`src/rtl/seq_shifter_if.sv`:
```
// rtl/seq_shifter_if.sv - handshake and data bundle for the multi-cycle shift unit
//
// Signals:
//   in_valid/in_ready   operation handshake (A, mode, shamt qualified by in_valid)
//   A, mode, shamt      operand, operation select, shift amount
//   out_valid/out_ready result handshake (C, carry, overflow qualified by out_valid)
//   C, carry, overflow  result, last bit shifted out, ALS sign-change flag
//   busy                unit is not idle
// Modports: master drives operations and consumes results, slave is the shifter.
interface seq_shifter_if #(
    parameter int DATA_WIDTH  = 16,
    parameter int SHAMT_WIDTH = 5
);
    logic                   in_valid;
    logic                   in_ready;
    logic [DATA_WIDTH-1:0]  A;
    logic [2:0]             mode;
    logic [SHAMT_WIDTH-1:0] shamt;
    logic                   out_valid;
    logic                   out_ready;
    logic [DATA_WIDTH-1:0]  C;
    logic                   carry;
    logic                   overflow;
    logic                   busy;

    modport master (
        output in_valid, A, mode, shamt, out_ready,
        input  in_ready, out_valid, C, carry, overflow, busy
    );

    modport slave (
        input  in_valid, A, mode, shamt, out_ready,
        output in_ready, out_valid, C, carry, overflow, busy
    );
endinterface

```
`src/rtl/seq_shifter.sv`:
```
// rtl/seq_shifter.sv - multi-cycle shift/rotate unit, up to STEP positions per cycle
//
// Ports:
//   clk    rising-edge clock
//   reset  asynchronous active-high reset; discards any in-flight operation
//   bus    seq_shifter_if slave: in_valid/in_ready/A/mode/shamt in,
//          out_valid/out_ready/C/carry/overflow out, busy
// Modes: 000 LLS, 001 LRS, 010 ALS, 011 ARS, 100 RL, 101 RR, 11x PASS.
module seq_shifter #(
    parameter int DATA_WIDTH  = 16,
    parameter int SHAMT_WIDTH = 5,
    parameter int STEP        = 1
) (
    input  logic          clk,
    input  logic          reset,
    seq_shifter_if.slave  bus
);
    localparam int MSB = DATA_WIDTH - 1;

    localparam logic [2:0] M_LLS = 3'b000;
    localparam logic [2:0] M_LRS = 3'b001;
    localparam logic [2:0] M_ALS = 3'b010;
    localparam logic [2:0] M_ARS = 3'b011;
    localparam logic [2:0] M_RL  = 3'b100;
    localparam logic [2:0] M_RR  = 3'b101;

    localparam logic [SHAMT_WIDTH-1:0] WIDTH_N = SHAMT_WIDTH'(DATA_WIDTH);
    localparam logic [SHAMT_WIDTH-1:0] STEP_N  = SHAMT_WIDTH'(STEP);

    typedef enum logic [1:0] {IDLE, SHIFT, DONE} state_t;

    state_t                 state_q, state_d;
    logic [DATA_WIDTH-1:0]  c_q, c_d;
    logic                   carry_q, carry_d;
    logic                   ovf_q, ovf_d;
    logic                   msb0_q, msb0_d;
    logic [2:0]             mode_q, mode_d;
    logic [SHAMT_WIDTH-1:0] rem_q, rem_d;

    logic [SHAMT_WIDTH-1:0] n_eff;
    logic [SHAMT_WIDTH-1:0] k;
    logic [DATA_WIDTH-1:0]  c_step;
    logic                   carry_step;
    logic                   ovf_step;

    // Effective position count from the incoming request. Shifts saturate at
    // the width (everything shifted out); rotates wrap, so only the low bits
    // of shamt matter.
    always_comb begin
        n_eff = '0;
        case (bus.mode)
            M_LLS, M_LRS, M_ALS, M_ARS:
                n_eff = (bus.shamt >= WIDTH_N) ? WIDTH_N : bus.shamt;
            M_RL, M_RR:
                n_eff = {1'b0, bus.shamt[SHAMT_WIDTH-2:0]};
            default:
                n_eff = '0;
        endcase
    end

    // Positions applied this cycle.
    assign k = (rem_q < STEP_N) ? rem_q : STEP_N;

    // One cycle of work: up to STEP single-position steps chained, each gated
    // by whether that position is still owed. Carry tracks the bit leaving on
    // the latest applied position; overflow accumulates sign changes in ALS.
    always_comb begin
        c_step     = c_q;
        carry_step = carry_q;
        ovf_step   = ovf_q;
        for (int i = 0; i < STEP; i++) begin
            if (SHAMT_WIDTH'(i) < rem_q) begin
                case (mode_q)
                    M_LLS, M_ALS: begin
                        carry_step = c_step[MSB];
                        c_step     = {c_step[MSB-1:0], 1'b0};
                    end
                    M_LRS: begin
                        carry_step = c_step[0];
                        c_step     = {1'b0, c_step[MSB:1]};
                    end
                    M_ARS: begin
                        carry_step = c_step[0];
                        c_step     = {c_step[MSB], c_step[MSB:1]};
                    end
                    M_RL: begin
                        carry_step = c_step[MSB];
                        c_step     = {c_step[MSB-1:0], c_step[MSB]};
                    end
                    M_RR: begin
                        carry_step = c_step[0];
                        c_step     = {c_step[0], c_step[MSB:1]};
                    end
                    default: begin
                        c_step = c_step;
                    end
                endcase
                if (mode_q == M_ALS && c_step[MSB] != msb0_q) begin
                    ovf_step = 1'b1;
                end
            end
        end
    end

    // Next state, datapath updates and handshake outputs.
    always_comb begin
        state_d = state_q;
        c_d     = c_q;
        carry_d = carry_q;
        ovf_d   = ovf_q;
        msb0_d  = msb0_q;
        mode_d  = mode_q;
        rem_d   = rem_q;

        bus.in_ready  = (state_q == IDLE);
        bus.out_valid = (state_q == DONE);
        bus.busy      = (state_q != IDLE);

        case (state_q)
            IDLE: begin
                if (bus.in_valid) begin
                    c_d     = bus.A;
                    mode_d  = bus.mode;
                    carry_d = 1'b0;
                    ovf_d   = 1'b0;
                    msb0_d  = bus.A[MSB];
                    rem_d   = n_eff;
                    state_d = (n_eff == '0) ? DONE : SHIFT;
                end
            end
            SHIFT: begin
                c_d     = c_step;
                carry_d = carry_step;
                ovf_d   = ovf_step;
                rem_d   = rem_q - k;
                if (rem_q == k) begin
                    state_d = DONE;
                end
            end
            DONE: begin
                if (bus.out_ready) begin
                    state_d = IDLE;
                end
            end
            default: begin
                state_d = IDLE;
            end
        endcase
    end

    always_ff @(posedge clk or posedge reset) begin
        if (reset) begin
            state_q <= IDLE;
            c_q     <= '0;
            carry_q <= 1'b0;
            ovf_q   <= 1'b0;
            msb0_q  <= 1'b0;
            mode_q  <= '0;
            rem_q   <= '0;
        end else begin
            state_q <= state_d;
            c_q     <= c_d;
            carry_q <= carry_d;
            ovf_q   <= ovf_d;
            msb0_q  <= msb0_d;
            mode_q  <= mode_d;
            rem_q   <= rem_d;
        end
    end

    assign bus.C        = c_q;
    assign bus.carry    = carry_q;
    assign bus.overflow = ovf_q;
endmodule
```
`src/flat_wrapper.sv`:
```
// flat-port wrapper written by rule: the top's interface ports become plain ports
module seq_shifter_flat 
#(
    parameter int DATA_WIDTH  = 16,
    parameter int SHAMT_WIDTH = 5,
    parameter int STEP        = 1
)
  (clk, reset, bus_in_valid, bus_A, bus_mode, bus_shamt, bus_out_ready, bus_in_ready, bus_out_valid, bus_C, bus_carry, bus_overflow, bus_busy);
  seq_shifter_if #(.DATA_WIDTH(DATA_WIDTH), .SHAMT_WIDTH(SHAMT_WIDTH)) bus_i ();
  input  logic clk;
  input  logic reset;
  input wire logic [$bits(bus_i.in_valid)-1:0] bus_in_valid;
  input wire logic [$bits(bus_i.A)-1:0] bus_A;
  input wire logic [$bits(bus_i.mode)-1:0] bus_mode;
  input wire logic [$bits(bus_i.shamt)-1:0] bus_shamt;
  input wire logic [$bits(bus_i.out_ready)-1:0] bus_out_ready;
  output wire logic [$bits(bus_i.in_ready)-1:0] bus_in_ready;
  output wire logic [$bits(bus_i.out_valid)-1:0] bus_out_valid;
  output wire logic [$bits(bus_i.C)-1:0] bus_C;
  output wire logic [$bits(bus_i.carry)-1:0] bus_carry;
  output wire logic [$bits(bus_i.overflow)-1:0] bus_overflow;
  output wire logic [$bits(bus_i.busy)-1:0] bus_busy;
  assign bus_i.in_valid = bus_in_valid;
  assign bus_i.A = bus_A;
  assign bus_i.mode = bus_mode;
  assign bus_i.shamt = bus_shamt;
  assign bus_i.out_ready = bus_out_ready;
  assign bus_in_ready = bus_i.in_ready;
  assign bus_out_valid = bus_i.out_valid;
  assign bus_C = bus_i.C;
  assign bus_carry = bus_i.carry;
  assign bus_overflow = bus_i.overflow;
  assign bus_busy = bus_i.busy;
  seq_shifter #(.DATA_WIDTH(DATA_WIDTH), .SHAMT_WIDTH(SHAMT_WIDTH), .STEP(STEP)) u_core (.clk(clk), .reset(reset), .bus(bus_i));
endmodule
```
`config.mk`:
```
export PLATFORM = sky130hd
export DESIGN_NAME = seq_shifter_flat
export DESIGN_NICKNAME = d
export VERILOG_FILES = /design/src/rtl/seq_shifter_if.sv /design/src/rtl/seq_shifter.sv /design/src/flat_wrapper.sv
export SDC_FILE = /design/constraint.sdc
export NUM_CORES = 1
export LEC_CHECK = 0
export ABC_AREA = 1
export BUFFER_PORTS_ARGS = -buffer_cell sky130_fd_sc_hd__buf_2
export CORE_ASPECT_RATIO = 0.7
export CORE_MARGIN = 2
export CORE_UTILIZATION = 51
export CTS_BUF_LIST = sky130_fd_sc_hd__clkbuf_16
export DETAILED_ROUTE_END_ITERATION = 12
export GPL_TIMING_DRIVEN = 1
export MAX_ROUTING_LAYER = met4
export PLACE_DENSITY = 0.86
export SKIP_CTS_REPAIR_TIMING = 1
export SKIP_LAST_GASP = 1
export SYNTH_ARGS = -nofsm -noshare
export SYNTH_HDL_FRONTEND = slang
export SYNTH_SLANG_ARGS = --single-unit
```
`constraint.sdc`:
```
create_clock -name clk -period 3.5 [get_ports clk]
set_input_delay 0.525 -clock clk [delete_from_list [all_inputs] [get_ports clk]]
set_output_delay 0.525 -clock clk [all_outputs]
set_load 0.01 [all_outputs]
```
# Word-level counts from Yosys, hierarchy flattened
# Cells that the tools add are included.
# op_classes
mux	22
n_eq_ne	21
n_lt_le_gt_ge	3
reduce_logical	19
add_sub_neg	1
# op_table
operator	count
one-hot mux 16 bit (5 select lines)	1
two-way mux 16 bit	3
one-hot mux 16 bit (2 select lines)	1
one-hot mux 5 bit (2 select lines)	2
two-way mux 5 bit	3
== test 3 x 2 -> 1 bit (second input constant)	4
== test 3 bit (second input constant)	4
AND reduction 4 bit	3
two-way mux 2 bit	4
== test 3 x 1 -> 1 bit (second input constant)	2
zero test 3 bit	2
!= test 2 x 1 -> 1 bit (second input constant)	3
!= test 6 bit (second input constant)	1
one-hot mux 1 bit (2 select lines)	3
one-hot mux 2 bit (3 select lines)	1
AND reduction 3 bit	2
OR reduction 3 bit	2
== test 5 bit	1
>= comparator 5 bit (second input constant)	1
zero test 5 bit	1
< comparator 1 x 5 -> 1 bit (first input constant)	1
< comparator 5 x 1 -> 1 bit (second input constant)	1
subtractor 5 bit	1
two-way mux 1 bit	4
11 further kinds	15
# totals
regBits	29
input_bits	28
output_inout_bits	21

# Depth between registers and ports, before layout
# Gate-level depths: netlist (run 1).
# depth
word_depth	9
ltp_mapped	10

# Worst setup path after synthesis (run 1)
# OpenSTA, ideal clock, no wires.
# synth_timing
path_type	register to register
start	reg u_core.rem_q[3]
end	reg u_core.rem_q[4]
arrival_time_ns	1.339
period_less_slack_ns	1.462
slack_ns	2.038
stages_incl_launch_ff	10
path_cell_list	dfrtp_1 nor2_1 nand2_1 nand2_1 ha_1 nor2_1 nand2_1 xor2_1 o21ai_1 o21ai_1
# synth_via
elab_chain_cells	4
# synth_rtl
element	line_no	text
start, declared	seq_shifter.sv:38	logic [SHAMT_WIDTH-1:0] rem_q, rem_d;
start signal, assigned	seq_shifter.sv:167	rem_q <= rem_d;
< comparator 5 x 1 -> 1 bit	seq_shifter.sv:62	assign k = (rem_q < STEP_N) ? rem_q : STEP_N;
two-way mux 5 bit	seq_shifter.sv:62	
subtractor 5 bit *	seq_shifter.sv:135	rem_d = rem_q - k;
one-hot mux 5 bit (2 select lines) *	seq_shifter.sv:119	case (state_q)
# Every way passes the cells marked *; elsewhere a longest branch is shown, timed or not.
# A chain may end at the register's enable or synchronous reset.

# Final worst setup path (run 1)
# layout_timing
start	reg u_core.state_q[0]
end	reg u_core.c_q[6], in the netlist u_core.bus.C[6]
# layout_via
elab_chain_cells	3
# layout_rtl
element	line_no	text
start, declared	seq_shifter.sv:32	state_t state_q, state_d;
start signal, assigned	seq_shifter.sv:161	state_q <= state_d;
== test 2 x 1 -> 1 bit or zero test 2 bit (tied branches)	seq_shifter.sv:119	
!= test 6 bit (no line), or another cell as far along	n/a	
AND reduction 4 bit (no line)	n/a	
end signal, assigned	seq_shifter.sv:154	c_q <= '0;
end signal, assigned	seq_shifter.sv:162	c_q <= c_d;
end, declared	seq_shifter.sv:33	logic [DATA_WIDTH-1:0] c_q, c_d;
# Parallel ways exist; a longest one is shown, timed or not.

==> out/metrics.csv, run 1 <==
stage,metric,value,unit
worst_setup_path,CP startpoint kind,register,
timing,unrepaired setup endpoints after global routing,false,
detailed_routing,post-route ant nets,0,
die,height of the die,54.6,um
detailed_routing,DRT Pass-1 Iters,4,
power_and_ir_drop,Seq pwr share,27.2,%
detailed_routing,met3 routed WL,319,um
detailed_routing,DR iter-0 viols,139,
clock_tree,H-tree depth,2,
die,IO Pins,49,
power_and_ir_drop,clock power share,16.1,%
global_routing,grt ovf,0,
synth,synthesized flop and latch total,29,
worst_setup_path,CP max FO,20,
power_and_ir_drop,Int Pwr,1.25,mW
timing,maximum clock rate,475,MHz
synth,Mapped Area,0.00186,mm2
hold_path,hold crit path type,input pin to register,
final_layout,ratio of cells with drive above 1 in the final layout,30.4,%
power_and_ir_drop,Switching Share,48.9,%
detailed_routing,highest routed layer,met4,
final_layout,Util after Layout,63.5,%
die,core area,0.00351,mm2
die,die area,0.00416,mm2
worst_setup_path,crit path DAT,2.30,ns
clock_tree,CTS root buf,clkbuf_16,
timing,Worst Skew,0.00272,ns
power_and_ir_drop,Worst IR Drop VDD,0.000576,V
timing,Least-Margin Pin Slew,1.09,ns
timing,fin. max-slew vios,0,
worst_setup_path,Reg2Reg Setup Slack,1.39,ns
worst_setup_path,Critical Path RT,3.70,ns
power_and_ir_drop,power per cell area,1100,mW/mm2
power_and_ir_drop,Net Switching,1.20,mW
global_routing,initial antenna violation count,0,
timing,Final Cycle Share,60.2,%
clock_tree,Clock Path Buffers,2,
synth,syn_nets,280,
detailed_routing,DR vias/cell,5.23,
timing,Fin. Hold Viols,0,
final_layout,Layout area overhead,19.7,%
detailed_routing,routed len/inst,12.8,um
detailed_routing,residual DRC count,0,
synth,syn_area_per_cell,7.43,um2
clock_tree,TritonCTS clock tree,done,
timing,Tmin final,2.11,ns
die,Placement Rows,18,
power_and_ir_drop,Combinational Power Share,56.7,%
place,port bufs,48,
detailed_routing,total length of routed wires,4460,um
die,initial core utilization,53.1,%
detailed_routing,metal2 WL,1940,um
job,# Max-Cap Violations,0,
timing,Fin Setup TNS,0,ns
global_routing,gr usage total,24.1,%
global_routing,vias in the first global route,1600,
worst_setup_path,"Slowest-stage cell, CP",nor2_2,
worst_setup_path,CP endpoint kind,register,
worst_setup_path,worst path cell trace,inv_2 > nor2_2 > nand2_1 > nand2_2 > o21ai_4 > inv_4 > nor2_1 > a21oi_1,
final_layout,number of diodes,0,
synth,YS warnings,0,
outcome,outcome,completed,
global_routing,largest net degree at the start of global routing,30,
place,Final GP Congestion,0.904,
synth,register area share after synthesis,38.9,%
power_and_ir_drop,Lkg Pwr,1.15,nW
die,die width,76.3,um
final_layout,final net count,327,
detailed_routing,metal1 wirelength,2120,um
worst_setup_path,delay of the slowest cell on the worst path,0.61,ns
clock_tree,later-pin clock latency in the skew report,0.28,ns
clock_tree,CTS Sinks,29,
place,dpl hpwl,3230,um
synth,cell count after synthesis,251,
synth,distinct cell type count after synthesis,25,
clock_tree,clock-pin slew on the worst setup and hold paths,0.05,ns
timing,Max transition margin,27.1,%
worst_setup_path,Crit Path Class,register to register,
global_routing,first-pass GRT wire length,7330,um
timing,Final setup violation count,0,
clock_tree,number of CTS-inserted buffers,5,
detailed_routing,via count,1826,
## metrics by stage
| step | hold slack (ns) | cells | power (mW) | worst slack [ns] | area, um2 |
|---|---|---|---|---|---|
| floorplan | 0.474 | 251 | 1.78 | 2.04 | 1860 |
| CTS | 0.459 | 349 | 2.45 | 1.43 | 2230 |
| finish | 0.458 | 349 | 2.45 | 1.39 | 2230 |
| global route | 0.477 | 349 | 2.66 | 1.19 | 2230 |
| global placement | 0.492 | 341 | 1.99 | 1.56 | 2090 |
| detailed placement | 0.511 | 341 | 2.04 | 1.45 | 2090 |
## logic make-up after synthesis
| family | after synthesis | share of synthesized area (%) |
|---|---|---|
| AND/OR/NAND/NOR | 104 | 23.9 |
| AO/OA/AOI/OAI | 70 | 24.4 |
| buffers and inverters | 46 | 11.7 |
| flip-flops | 29 | 38.9 |
| XOR/XNOR | 1 | 0.470 |
| adder cells (fa/ha/maj) | 1 | 0.671 |
## layer usage
layer / track usage (%) / vias up
li1: - / 911
met5: - / -
met1: 30.5 / 843
met2: 36.6 / 65
met3: 8.09 / 7
met4: 8.79 / 0
## cells in the mapped netlist, drive strengths merged
cell | count | share of area, %
nand2 | 61 | 13
inv | 38 | 7.8
a21oi | 36 | 13
dfrtp | 29 | 39
nor2 | 28 | 7.2
o21ai | 20 | 6.0
nand3 | 13 | 3.5
o22ai | 12 | 4.0
buf | 8 | 3.9
ha | 1 | 0.67
nand4 | 1 | 0.34
nor3 | 1 | 0.27
o211ai | 1 | 0.40
o31ai | 1 | 0.67
xor2 | 1 | 0.47
## cell type report
type / instances / area [um2]
multi-input cells: 176 / 921
well taps: 50 / 62.6
flip-flops and latches: 29 / 726
clock buffers: 5 / 125
repair buffers: 48 / 240
clock inverters: 3 / 11.3
fillers: 312 / 1280
inverters: 38 / 145
## cells in the final DEF, fill, tap and decap left out, types with 2 or more instances in the layout
cell,netlist,layout
clkbuf_16,0,5
inv_1,34,37
inv_2,3,3
a21oi_1,18,18
nor2_2,12,12
nand2_2,2,2
nand3_1,13,13
buf_2,3,48
o21ai_0,12,12
dfrtp_1,29,29
o22ai_1,12,12
nand2_1,59,59
a21oi_2,18,18
o21ai_1,7,7
nor2_1,16,16
## power groups by stage
stage	Clock (mW)	Sequential (mW)	Combinational, mW
final	0.395	0.666	1.39
after global routing	0.423	0.688	1.55
after CTS	0.402	0.663	1.38
after detailed placement	0	0.663	1.38
after global placement	0	0.658	1.33
after floorplan	0	0.684	1.09
## path summary, 6_finish.rpt
kind / cells past startpoint / start / endpoint
min in group asynchronous: 2 / reset / u_core.bus.C[6]
max reg2reg: 8 / u_core.state_q[0] / u_core.bus.C[6]
max in group asynchronous: 2 / reset / u_core.rem_q[3]
min reg2reg: 2 / u_core.bus.overflow / u_core.bus.overflow
max: 8 / u_core.state_q[0] / u_core.bus.C[6]
min: 3 / bus_mode[0] / u_core.mode_q[0]
## registers in the layout (all words and copies together) (netlist names)
| signal | flops |
|---|---|
| u_core.msb0_q | 1 |
| u_core.rem_q | 5 |
| u_core.bus.overflow | 1 |
| u_core.mode_q | 3 |
| u_core.bus.C | 16 |
| u_core.state_q | 2 |
| u_core.bus.carry | 1 |
## worst max-delay path, delay by kind of cell (launching register included)
kind	cells	cell delay (ns)
and+or+nand+nor	4	0.94
DFF	1	0.43
buffers and inverters	2	0.35
AOI/OAI and AO/OA	2	0.30
No activity file was read; power rests on OpenSTA's default activity.
==> inputs of run 2 (changes only) <==
--- a/config.mk
+++ b/config.mk
@@ -9,12 +9,12 @@
 export BUFFER_PORTS_ARGS = -buffer_cell sky130_fd_sc_hd__buf_2
 export CORE_ASPECT_RATIO = 0.7
 export CORE_MARGIN = 2
-export CORE_UTILIZATION = 51
+export CORE_UTILIZATION = 47
 export CTS_BUF_LIST = sky130_fd_sc_hd__clkbuf_16
 export DETAILED_ROUTE_END_ITERATION = 12
 export GPL_TIMING_DRIVEN = 1
 export MAX_ROUTING_LAYER = met4
-export PLACE_DENSITY = 0.86
+export PLACE_DENSITY = 0.83
 export SKIP_CTS_REPAIR_TIMING = 1
 export SKIP_LAST_GASP = 1
 export SYNTH_ARGS = -nofsm -noshare
==> constraint.sdc (replaced) <==
create_clock -name clk -period 1.7 [get_ports clk]
set_input_delay 0.255 -clock clk [delete_from_list [all_inputs] [get_ports clk]]
set_output_delay 0.255 -clock clk [all_outputs]
set_load 0.01 [all_outputs]
==> run 2 against run 1 <==
  * Routed wire length is 7.0% higher
  * Non-clock buffer count rose by 10
  * Combinational power rose by 120%
  * Total power rose by 120%
  * Sequential share of layout area shrank 1.3 points
  * Flip-flop and latch count is the same
  * Core utilization is 3.2 points lower
  * Worst hold slack lost 0.42 ns
  * Count of clock-buffer cells in the layout stayed put
  * Via count is 3.8% higher
  * Die area is 8.0% higher
  * Critical path type unchanged
==> out/metrics.csv, run 2 (same netlist as run 1, synthesis figures left out) <==
stage,metric,value,unit,change
worst_setup_path,Crit Path Class,register to register,,unchanged
worst_setup_path,Reg-to-Reg Start,u_core.rem_q[3],,was u_core.state_q[0]
worst_setup_path,CP endpoint kind,register,,unchanged
timing,Fin Setup TNS,0,ns,unchanged
worst_setup_path,CP max FO,4,,was 20
detailed_routing,post-route ant nets,0,,unchanged
job,# Max-Cap Violations,0,,unchanged
global_routing,largest net degree at the start of global routing,30,,unchanged
power_and_ir_drop,overall power,5.32,mW,was 2.45 mW
clock_tree,later-pin clock latency in the skew report,0.28,ns,about the same
timing,fin worst setup slack,0.0876,ns,was 1.39 ns
final_layout,Reg area,726,um2,unchanged
worst_setup_path,worst r2r dst,u_core.rem_q[4],,was u_core.bus.C[6]
timing,Max transition margin,74.6,%,was 27.1%
hold_path,hold crit path type,input pin to async pin,,was input pin to register
final_layout,Layout area overhead,24.5,%,was 19.7%
final_layout,"commonest cells after routing, fill and taps aside","nand2_1, buf_2, inv_1",,unchanged
worst_setup_path,CP startpoint kind,register,,unchanged
final_layout,number of diodes,0,,unchanged
power_and_ir_drop,Lkg Pwr,1.20,nW,was 1.15 nW
place,Placed Area,0.00215,mm2,was 0.00209 mm2
worst_setup_path,"Slowest-stage cell, CP",dfrtp_1,,was nor2_2
detailed_routing,DRT Pass-1 Iters,4,,unchanged
final_layout,ratio of cells with drive above 1 in the final layout,34.0,%,was 30.4%
global_routing,gr usage total,23.0,%,was 24.1%
die,die width,79.3,um,was 76.3 um
worst_setup_path,Worst R2R Path Depth,9,,was 8
timing,Least-Margin Pin Slew,0.381,ns,was 1.09 ns
timing,Tmin final,1.61,ns,was 2.11 ns
final_layout,final net count,337,,was 327
global_routing,vias in the first global route,1685,,was 1600
global_routing,grt ovf,0,,unchanged
die,IO Pins,49,,unchanged
clock_tree,CTS root buf,clkbuf_16,,unchanged
detailed_routing,DR iter-0 viols,158,,was 139
place,Final GP Congestion,0.877,,was 0.904
timing,Fin. Hold Viols,0,,unchanged
worst_setup_path,worst path cell trace,nor2_1 > nand2_2 > nand2_1 > ha_1 > nor2_2 > nand2_1 > xor2_1 > o21ai_1 > o21ai_1,,was inv_2 > nor2_2 > nand2_1 > nand2_2 > o21ai_4 > inv_4 > nor2_1 > a21oi_1
place,Place WS,-0.115,ns,was 1.45 ns
die,die area,0.00449,mm2,was 0.00416 mm2
die,Placement Rows,19,,was 18
timing,unrepaired setup endpoints after global routing,true,,was false
final_layout,fillcell total,364,,was 312
final_layout,"commonest non-fill, non-tap cell in the layout",nand2_1,,unchanged
detailed_routing,DR vias/cell,5.25,,was 5.23
detailed_routing,via count,1896,,was 1826
die,height of the die,56.7,um,was 54.6 um
timing,Worst Skew,0.00440,ns,was 0.00272 ns
clock_tree,H-tree depth,2,,unchanged
detailed_routing,total length of routed wires,4770,um,was 4460 um
place,dpl hpwl,3330,um,was 3230 um
clock_tree,number of CTS-inserted buffers,5,,unchanged
final_layout,cell area after layout,0.00232,mm2,was 0.00223 mm2
worst_setup_path,delay of the slowest cell on the worst path,0.40,ns,was 0.61 ns
detailed_routing,routed len/inst,13.2,um,was 12.8 um
worst_setup_path,Critical Path RT,1.86,ns,was 3.70 ns
power_and_ir_drop,Worst IR Drop VDD,0.00101,V,was 0.000576 V
timing,maximum clock rate,620,MHz,was 475 MHz
timing,Final Cycle Share,94.8,%,was 60.2%
place,port bufs,48,,unchanged
final_layout,Util after Layout,60.3,%,was 63.5%
timing,fin. max-slew vios,0,,unchanged
clock_tree,TritonCTS clock tree,done,,unchanged
clock_tree,CTS Sinks,29,,unchanged
final_layout,footprint of the multi-input gates,931,um2,was 921 um2
worst_setup_path,Reg2Reg Setup Slack,0.09,ns,was 1.39 ns
global_routing,first-pass GRT wire length,7640,um,was 7330 um
die,core area,0.00385,mm2,was 0.00351 mm2
outcome,outcome,completed,,unchanged
power_and_ir_drop,power per cell area,2290,mW/mm2,was 1100 mW/mm2
die,initial core utilization,48.4,%,was 53.1%
clock_tree,clock-pin slew on the worst setup and hold paths,0.05,ns,about the same
global_routing,initial antenna violation count,0,,unchanged
timing,Final setup violation count,0,,unchanged
worst_setup_path,crit path DAT,1.78,ns,was 2.30 ns
final_layout,max FFs per register,16,,unchanged
clock_tree,Clock Path Buffers,2,,unchanged
detailed_routing,residual DRC count,0,,unchanged
## run 2: changes by cell type in the layout (fill, tap and decap cells not counted)
cell / delta
buf_4: +10
inv_2: -1
inv_4: +1
nand2_1: -2
nand2_2: +2
nor2_1: -2
nor2_2: +2
## run 2: layout make-up
class	instances	share of cell area (%)
Multi-Input combinational cell	176	40.1
Clock buffer	5	5.39
Tap cell	52	2.80
Clock inverter	3	0.485
Sequential cell	29	31.3
Timing Repair Buffer	58	13.6
Inverter	38	6.36
## run 2: where the power goes
part / switching [mW] / internal [mW]
sequential: 0.333 / 1.05
combinational: 1.93 / 1.17
clock: 0.313 / 0.525
## run 2: worst max-delay path: cells and delay by family, from the launching register on
family                   cells  cell delay (ns)
AO/OA/AOI/OAI                2             0.20
AND/OR/NAND/NOR              5             0.53
adder cells (fa/ha/maj)      1             0.22
flip-flops                   1             0.40
XOR/XNOR                     1             0.15
## run 2: stage by stage
| stage | hold slack, ns | instances |
|---|---|---|
| 2_1_floorplan | 0.333 | 251 |
| 3_3_place_gp | 0.346 | 350 |
| 3_5_place_dp | 0.349 | 350 |
| 4_1_cts | 0.0567 | 358 |
| 5_1_grt | 0.0802 | 361 |
| 6_report | 0.0403 | 361 |
## run 2: per-layer routing
layer	share of wire, %	routed length [um]	vias to the layer above	global-route usage (%)
li1	-	-	932	-
met1	47	2240	891	31.4
met2	45	2150	62	31.6
met3	6.1	289	11	8.52
met4	2.0	94	0	7.14
met5	0	0	-	-
## run 2: worst max path at each step
stage	start	endpoint	slack, ns	cells after the start
floorplan	u_core.rem_q[3]	u_core.rem_q[4]	0.24	9
CTS	u_core.rem_q[1]	u_core.bus.C[6]	-0.14	6
global route	u_core.rem_q[3]	u_core.state_q[0]	-0.03	10
global placement	u_core.rem_q[1]	u_core.bus.C[7]	-0.007	6
detailed placement	u_core.rem_q[1]	u_core.bus.C[6]	-0.12	6
finish	u_core.rem_q[3]	u_core.rem_q[4]	0.09	9
